==> config.mk <==
export PLATFORM = sky130hd
export DESIGN_NAME = mole_round_ctrl_flat
export DESIGN_NICKNAME = d
export VERILOG_FILES = /design/src/rtl/mole_round_ctrl_pkg.sv /design/src/rtl/mole_round_ctrl_if.sv /design/src/rtl/mole_round_ctrl_timer.sv /design/src/rtl/mole_round_ctrl.sv /design/src/flat_wrapper.sv
export SDC_FILE = /design/constraint.sdc
export NUM_CORES = 1
export LEC_CHECK = 0
export CAP_MARGIN = 20
export CORE_AREA = 2 2 119 63
export DETAILED_ROUTE_END_ITERATION = 8
export DIE_AREA = 0 0 121 65
export PLACE_DENSITY = 0.65
export SLEW_MARGIN = 20
export SYNTH_ARGS = -nofsm -noshare
export SYNTH_HDL_FRONTEND = slang
export SYNTH_SLANG_ARGS = --single-unit
==> constraint.sdc <==
create_clock -name clk -period 3.89 [get_ports clk]
set_input_delay 0.5835 -clock clk [delete_from_list [all_inputs] [get_ports clk]]
set_output_delay 0.5835 -clock clk [all_outputs]
set_load 0.02 [all_outputs]
==> src/rtl/mole_round_ctrl_pkg.sv <==
// mole_round_ctrl_pkg: shared states, widths and defaults for the whack-a-mole sequencer
package mole_round_ctrl_pkg;
   localparam int NUM_MOLES = 8;
   localparam int CNT_W = 6;
   localparam int RAND_W = 6;
   localparam int DEF_TICK_DIV = 50000;
   localparam int DEF_MOLE_TICKS = 800;
   localparam int DEF_GAP_TICKS = 300;
   typedef enum logic [2:0] {IDLE, GAP, SHOW, RESULT, DONE} state_t;
   function automatic logic [2:0] pick_mole(input logic [2:0] r, input logic [2:0] last);
      return (r == last) ? r + 3'd1 : r;
   endfunction
endpackage

==> src/rtl/mole_round_ctrl_if.sv <==
// mole_round_ctrl_if: game-side signal bundle between the sequencer and its surroundings
interface mole_round_ctrl_if;
   import mole_round_ctrl_pkg::*;
   logic start;
   logic [NUM_MOLES-1:0] button;
   logic [RAND_W-1:0] rand_val;
   logic rand_req;
   logic [NUM_MOLES-1:0] dispL;
   logic [CNT_W-1:0] score;
   logic [CNT_W-1:0] misses;
   logic [CNT_W-1:0] round_cnt;
   logic busy;
   logic game_over;
   modport master (
      output start, button, rand_val,
      input rand_req, dispL, score, misses, round_cnt, busy, game_over
   );
   modport slave (
      input start, button, rand_val,
      output rand_req, dispL, score, misses, round_cnt, busy, game_over
   );
endinterface

==> src/rtl/mole_round_ctrl_timer.sv <==
// game_tick_timer: tick divider plus tick counter, flags the last cycle of a target-tick window
module game_tick_timer #(
   parameter int TICK_DIV = 4,
   parameter int W = 4
) (
   input logic clk,
   input logic reset,
   input logic restart,
   input logic [W-1:0] target,
   output logic expired
);
   localparam int DW = $clog2(TICK_DIV);
   logic [DW-1:0] div_q;
   logic [W-1:0] tick_q;
   logic wrap;
   assign wrap = div_q == DW'(TICK_DIV - 1);
   assign expired = wrap && (tick_q == target - W'(1));
   // Divide the clock into ticks and count ticks since the last restart.
   always_ff @(posedge clk) begin
      if (!reset || restart) begin
         div_q <= '0;
         tick_q <= '0;
      end else begin
         div_q <= wrap ? '0 : div_q + DW'(1);
         tick_q <= wrap ? tick_q + W'(1) : tick_q;
      end
   end
endmodule

==> src/rtl/mole_round_ctrl.sv <==
// mole_round_ctrl: whack-a-mole round sequencer with mole selection, edge detect and scoring
module mole_round_ctrl
   import mole_round_ctrl_pkg::*;
#(
   parameter int TICK_DIV = DEF_TICK_DIV,
   parameter int MOLE_TICKS = DEF_MOLE_TICKS,
   parameter int GAP_TICKS = DEF_GAP_TICKS,
   parameter int ROUNDS = 30
) (
   input logic clk,
   input logic reset,
   mole_round_ctrl_if.slave bus
);
   localparam int MAX_T = (MOLE_TICKS > GAP_TICKS) ? MOLE_TICKS : GAP_TICKS;
   localparam int TW = $clog2(MAX_T + 1);
   state_t state_q, state_d;
   logic [NUM_MOLES-1:0] button_q, press, mole_bit;
   logic [2:0] mole_q, mole_d;
   logic [CNT_W-1:0] score_q, misses_q, round_q;
   logic hit_q, hit_d, req_q, req_d, clear, expired, wrong, right;
   logic [TW-1:0] target;
   logic unused_rand;
   assign unused_rand = ^bus.rand_val[RAND_W-1:3];
   assign press = bus.button & ~button_q;
   assign mole_bit = NUM_MOLES'(1) << mole_q;
   assign wrong = |(press & ~mole_bit);
   assign right = |(press & mole_bit);
   assign target = TW'(state_q == GAP ? GAP_TICKS : MOLE_TICKS);
   game_tick_timer #(.TICK_DIV(TICK_DIV), .W(TW)) u_timer (
      .clk(clk),
      .reset(reset),
      .restart(state_d != state_q),
      .target(target),
      .expired(expired)
   );
   // Next state; mole_q doubles as last_idx since both latch the same value.
   always_comb begin
      state_d = state_q;
      mole_d = mole_q;
      hit_d = hit_q;
      req_d = 1'b0;
      clear = 1'b0;
      case (state_q)
         IDLE, DONE: if (bus.start) begin
            state_d = GAP;
            req_d = 1'b1;
            clear = 1'b1;
         end
         GAP: if (expired) begin
            state_d = SHOW;
            mole_d = pick_mole(bus.rand_val[2:0], mole_q);
         end
         SHOW: if (wrong || right || expired) begin
            state_d = RESULT;
            hit_d = right && !wrong;
         end
         RESULT: begin
            state_d = (round_q + 1'b1 == CNT_W'(ROUNDS)) ? DONE : GAP;
            req_d = state_d == GAP;
         end
         default: state_d = IDLE;
      endcase
   end
   // State, outcome and saturating counters; button history tracks even through reset.
   always_ff @(posedge clk) begin
      button_q <= bus.button;
      if (!reset) begin
         state_q <= IDLE;
         mole_q <= '0;
         hit_q <= 1'b0;
         req_q <= 1'b0;
         score_q <= '0;
         misses_q <= '0;
         round_q <= '0;
      end else begin
         state_q <= state_d;
         mole_q <= mole_d;
         hit_q <= hit_d;
         req_q <= req_d;
         if (clear) begin
            score_q <= '0;
            misses_q <= '0;
            round_q <= '0;
         end else if (state_q == RESULT) begin
            score_q <= (hit_q && !(&score_q)) ? score_q + 1'b1 : score_q;
            misses_q <= (!hit_q && !(&misses_q)) ? misses_q + 1'b1 : misses_q;
            round_q <= round_q + 1'b1;
         end
      end
   end
   assign bus.rand_req = req_q;
   assign bus.dispL = (state_q == SHOW) ? mole_bit : (state_q == DONE) ? '1 : '0;
   assign bus.score = score_q;
   assign bus.misses = misses_q;
   assign bus.round_cnt = round_q;
   assign bus.busy = (state_q == GAP) || (state_q == SHOW) || (state_q == RESULT);
   assign bus.game_over = state_q == DONE;
endmodule
==> src/flat_wrapper.sv <==
// flat-port wrapper written by rule: the top's interface ports become plain ports
module mole_round_ctrl_flat import mole_round_ctrl_pkg::*;
#(
   parameter int TICK_DIV = DEF_TICK_DIV,
   parameter int MOLE_TICKS = DEF_MOLE_TICKS,
   parameter int GAP_TICKS = DEF_GAP_TICKS,
   parameter int ROUNDS = 30
)
  (clk, reset, bus_start, bus_button, bus_rand_val, bus_rand_req, bus_dispL, bus_score, bus_misses, bus_round_cnt, bus_busy, bus_game_over);
  mole_round_ctrl_if bus_i ();
  input logic clk;
  input logic reset;
  input wire logic [$bits(bus_i.start)-1:0] bus_start;
  input wire logic [$bits(bus_i.button)-1:0] bus_button;
  input wire logic [$bits(bus_i.rand_val)-1:0] bus_rand_val;
  output wire logic [$bits(bus_i.rand_req)-1:0] bus_rand_req;
  output wire logic [$bits(bus_i.dispL)-1:0] bus_dispL;
  output wire logic [$bits(bus_i.score)-1:0] bus_score;
  output wire logic [$bits(bus_i.misses)-1:0] bus_misses;
  output wire logic [$bits(bus_i.round_cnt)-1:0] bus_round_cnt;
  output wire logic [$bits(bus_i.busy)-1:0] bus_busy;
  output wire logic [$bits(bus_i.game_over)-1:0] bus_game_over;
  assign bus_i.start = bus_start;
  assign bus_i.button = bus_button;
  assign bus_i.rand_val = bus_rand_val;
  assign bus_rand_req = bus_i.rand_req;
  assign bus_dispL = bus_i.dispL;
  assign bus_score = bus_i.score;
  assign bus_misses = bus_i.misses;
  assign bus_round_cnt = bus_i.round_cnt;
  assign bus_busy = bus_i.busy;
  assign bus_game_over = bus_i.game_over;
  mole_round_ctrl #(.TICK_DIV(TICK_DIV), .MOLE_TICKS(MOLE_TICKS), .GAP_TICKS(GAP_TICKS), .ROUNDS(ROUNDS)) u_core (.clk(clk), .reset(reset), .bus(bus_i));
endmodule
# After elaboration in Yosys (flattened, before gate mapping)
# Cells that the tools add are included.
[word_totals] reg_bits=60 output_inout_bits=29 inputBits=17 word_cells=72
[op_classes] n_reduce_logical=26 n_eq_ne=10 n_mux=12 bitwise=6 n_addsub=7 n_shift=1
[ops] cell="8-bit bitwise AND" count=3
[ops] cell="6-bit by 1-bit adder with 6-bit output, second input constant" count=3
[ops] cell="16-bit by 1-bit adder with 16-bit output, second input constant" count=1
[ops] cell="16-bit equality test, second input constant" count=1
[ops] cell="8-bit 2-to-1 mux" count=2
[ops] cell="8-bit NOT" count=2
[ops] cell="8-bit OR reduction" count=2
[ops] cell="3-bit 2-to-1 mux" count=5
[ops] cell="3-bit case mux with 4 select lines" count=1
[ops] cell="6-bit AND reduction" count=2
[ops] cell="10-bit by 1-bit adder with 10-bit output, second input constant" count=1
[ops] cell="10-bit equality test" count=1
[ops] cell="10-bit 2-to-1 mux" count=1
[ops] cell="10-bit by 1-bit subtractor with 10-bit output, second input constant" count=1
[ops] cell="2-bit AND reduction" count=4
[ops] cell="1-bit by 3-bit << shifter with 8-bit output, first input constant" count=1
[ops] cell="3-bit by 1-bit equality test with 1-bit output, second input constant" count=2
[ops] cell="3-bit by 2-bit equality test with 1-bit output, second input constant" count=2
[ops] cell="6-bit by 5-bit equality test with 1-bit output, second input constant" count=1
[ops] cell="2-bit OR reduction" count=3
[ops] cell="1-bit zero test" count=5
[ops] cell="1-bit logical OR" count=5
[ops] cell="1-bit logical AND" count=4
[ops] cell="3-bit by 1-bit adder with 3-bit output, second input constant" count=1
[ops] cell="7 further kinds" count=8

# Longest topological paths before layout
[logic_depth] ltp_word=11 depth_mapped=8 mapped_depth_nobuf=7

# Modules after synthesis
# Synthesis repeated with hierarchy kept, for this count alone.
[hier_totals] cells_unflattened=381 hier_area_um2=3288.2
[by_module_without_submodules] module="mole_round_ctrl" seq_area_each_um2=680.7 cells_per_inst=204 area_each_um2=1784.2 n_inst=1
[by_module_without_submodules] module="game_tick_timer" seq_area_each_um2=520.5 cells_per_inst=177 area_each_um2=1503.9 n_inst=1

# Worst setup path before layout
# Ideal clock, no wire load.
[synth_timing] path_type="reg-to-reg" from="register u_core.u_timer.div_q[0]" to="register u_core.u_timer.div_q[10]" setup_time_ns=0.130 n_path_buf=1 slack_ns=1.613 t_required_ns=3.760 period_less_slack_ns=2.277 t_arrival_ns=2.147 stages_incl_launch_ff=9 cell_sequence="dfxtp_1 ha_1 nand3_1 nor4_4 o2111ai_4 a21o_1 a31oi_4 buf_6 nor3_1"
[synth_via] elab_chain_cells=8 elab_cells_between_ends=10 classes_between="add/sub (1); eq/ne (2); mux (3); reduce/logical (4)"
[synth_rtl] item="start: declaration" line_no="mole_round_ctrl_timer.sv:13" rtl="logic [DW-1:0] div_q;"
[synth_rtl] item="start signal: assignment" line_no="mole_round_ctrl_timer.sv:24" rtl="div_q <= wrap ? '0 : div_q + DW'(1);"
[synth_rtl] item="16-bit equality test" line_no="mole_round_ctrl_timer.sv:16" rtl="assign wrap = div_q == DW'(TICK_DIV - 1);"
[synth_rtl] item="1-bit logical AND" line_no="mole_round_ctrl_timer.sv:17" rtl="assign expired = wrap && (tick_q == target - W'(1));"
[synth_rtl] item="1-bit logical OR" line_no="mole_round_ctrl.sv:53" rtl="SHOW: if (wrong || right || expired) begin"
[synth_rtl] item="3-bit 2-to-1 mux" line_no="mole_round_ctrl.sv:53"
[synth_rtl] item="3-bit case mux with 4 select lines" line_no="mole_round_ctrl.sv:43" rtl="case (state_q)"
[synth_rtl] item="3-bit != test" line_no="mole_round_ctrl.sv:32" rtl=".restart(state_d != state_q),"
[synth_rtl] item="1-bit logical OR" line_no="mole_round_ctrl_timer.sv:20" rtl="if (!reset || restart) begin"
[synth_rtl] item="2-bit OR reduction (no source line)"
# Several ways; a longest one is shown, not always the timed one.
# A chain may end at the register's enable or synchronous reset.

# Worst setup path after layout
[layout_timing] from="register u_core.u_timer.div_q[0]" to="register u_core.u_timer.div_q[5]"
# The elaborated chain is that of the path after synthesis.

==> metrics <==
Antenna Nets Post-Route 0; hold path start u_core.u_timer.div_q[0]$_SDFF_PP0_; # DRC 0; # fillers 660; area leader, netlist dfxtp_1; highest clock rate 0.343 GHz; gr usage total 18.7%; internal power 0.00111 W; Leak Pwr 1.30 nW; Nets 393; Post-Synthesis Cells 326; post-CTS resize count 0; Final Hold Viols 0; crit path capture type flop; DRT iter0 DRCs 165; switching pwr 0.000308 W; Startpoint Class flop; vias 2440; port bufs 42; CTS Hold Buffers Added 0; setup tns final 0 ps; row count 22; area grow syn2layout 25.4%; Seq pwr share 44.1%; Max VDD drop 0.173 mV; GPL Wtd Cong 0.847; Vias per Instance 5.20; Clock Tree Buf Depth 2; first drt pass iteration count 4; Die ar. 0.00787 mm^2; Starting Density 42.8%; Detailed Place HPWL 4.67 mm; vias in the first global route 2358; fin crit period 2910 ps; CTS root buf clkbuf_16; RSZ-0062 raised after global routing false; ys flop type dfxtp_1; post-CTS setup buffers 0; clock latency on the worst-skew pair 330 ps; clock-pin slew on the worst setup and hold paths 50 ps; clock group share of total power 50.7%; largest net degree at the start of global routing 27; Yosys cell types 50; Die Wd 121 um; post-route design area 0.00374 mm^2; cell area after placement 0.00347 mm^2; status finished clean; RR Startpoint u_core.u_timer.div_q[0]$_SDFF_PP0_; combinational share of power 5.1%; cell area power density 380 mW/mm^2; Core Box Area 0.00696 mm^2; kind of critical path reg -> reg; Synth Warn # 0; largest cells by area after synthesis dfxtp_1, xor2_1, xnor2_1; crit path max fanout 26; initial antenna violation count 0; Post-synth EDFFs 0; Slew @ Worst Pin 775 ps; Avg WL per Cell 13.9 um; Setup Viol. Count Final 0; IO Pins 46; asr flop ratio synth 0%; share of cells above drive strength 1 5.63%; Hold Crit Class reg -> reg; final-report max-slew violation count 0; Inserted Clock Buffers 9; Synth Net Count 350; CP Data Required Time 4070 ps; Post-Route WL 6.51 mm; WP data arrival 3090 ps; Synth top area share 40.3%; final period utilization 74.8%; worst-case clock skew 5.94 ps; Mapped Area 0.00298 mm^2; ant diodes 0; grt ovf 0; slew margin rel. 47.8%; first-pass GRT wire length 11.3 mm; flops & latches, synth 60; switching share of power 21.7%; CTS H-tree lvls 3; crit path from u_core.u_timer.div_q[0]$_SDFF_PP0_; max cap viols 0; CTS sink cnt 60; CTS tree yes; sequential fraction of the synthesis area 40.3%; die height 65 um; syn avg cell area 9.15 um^2
power groups by stage:
| stage | Clock (W) | Combinational, W | Sequential, W |
|---|---|---|---|
| floorplan | 0 | 0.0000481 | 0.000640 |
| global placement | 0 | 0.0000725 | 0.000639 |
| detailed placement | 0 | 0.0000731 | 0.000640 |
| CTS | 0.000742 | 0.0000736 | 0.000627 |
| global route | 0.000776 | 0.0000819 | 0.000627 |
| finish | 0.000721 | 0.0000730 | 0.000628 |
cell type report:
class / instances / area, um^2 / area share [%]
clock buffer: 13 / 260 / 6.96
clock inverter: 2 / 10.0 / 0.268
inverter: 3 / 11.3 / 0.301
multi-input combinational: 253 / 1720 / 45.9
sequential: 60 / 1200 / 32.1
tap: 96 / 120 / 3.21
timing repair buffer: 42 / 420 / 11.2
placed cells by master, fill, tap and decap left out, types with 3 or more instances in the layout:
cell type         n
a21boi_0          3
nor2b_1          12
a21oi_1           6
o21ai_0           9
nor3b_1           8
nor2_1           29
and3_1            5
nor4_1            5
nor3_1           29
nand3_1          13
mux2i_1           5
ha_1              7
nand2_1          25
clkbuf_16         9
clkdlybuf4s50_1  42
nand2b_1          4
inv_1             3
nand4_1          11
xor2_1           24
dfxtp_1          60
xnor2_1          19
or3_1             3
cells by family after synthesis:
| kind of cell | count (synthesis) | share of synthesized area (%) |
|---|---|---|
| flops | 60 | 40.3 |
| buf+inv | 13 | 2.14 |
| mux | 7 | 3.19 |
| fa+ha+maj | 7 | 2.94 |
| compound gates | 33 | 8.35 |
| simple gates | 163 | 30.5 |
| xor+xnor | 43 | 12.6 |
worst max-delay path: stages, from the launching register on:
cell and delay (ps):
dfxtp_1 370, ha_1 250, nand3_1 220, nor4_4 590, o2111ai_4 310, a21o_1 280, a31oi_4 600, nor3_1 140
synthesized netlist by cell type (all sizes together), types with 4 or more instances:
cell / n
nor2: 29
nand4: 11
xnor2: 19
and3: 5
clkbuf: 7
dfxtp: 60
o21ai: 9
xor2: 24
nor3: 30
nor3b: 8
ha: 7
nor4: 7
nand2: 25
nand2b: 4
mux2i: 5
nor2b: 12
a21oi: 6
nand3: 13
worst paths after layout:
check,end,slack (ps),cells after the start
worst max-delay path,u_core.u_timer.div_q[5]$_SDFF_PP0_,980,7
worst min-delay path,u_core.u_timer.div_q[0]$_SDFF_PP0_,500,1
worst max register to register,u_core.u_timer.div_q[5]$_SDFF_PP0_,980,7
worst min register to register,u_core.u_timer.div_q[0]$_SDFF_PP0_,500,1
state kept, by name (all words and copies together) (netlist names):
signal	cells
u_core.u_timer.tick_q	10
u_core.button_q	8
u_core.bus.misses	6
u_core.hit_q	1
u_core.mole_q	3
u_core.bus.round_cnt	6
u_core.bus.score	6
u_core.bus.rand_req	1
u_core.state_q	3
u_core.u_timer.div_q	16
metal layers:
| layer | routed length, um | track usage, % |
|---|---|---|
| met3 | 337 | 8.45 |
| met5 | 0 | 0 |
| met1 | 3700 | 27.2 |
| met2 | 2420 | 23.9 |
| met4 | 55 | 5.52 |
per-stage QoR:
step	setup slack [ps]	std cells	hold WS, ps	total power (W)	util, %
after global placement	791	454	477	0.000712	49.8
after detailed placement	758	454	487	0.000713	49.8
after floorplan	1610	326	458	0.000688	-
final	979	469	497	0.00142	53.7
after CTS	936	469	493	0.00144	53.7
after global routing	687	469	534	0.00149	53.7
Power figures use the tool's default switching activity.
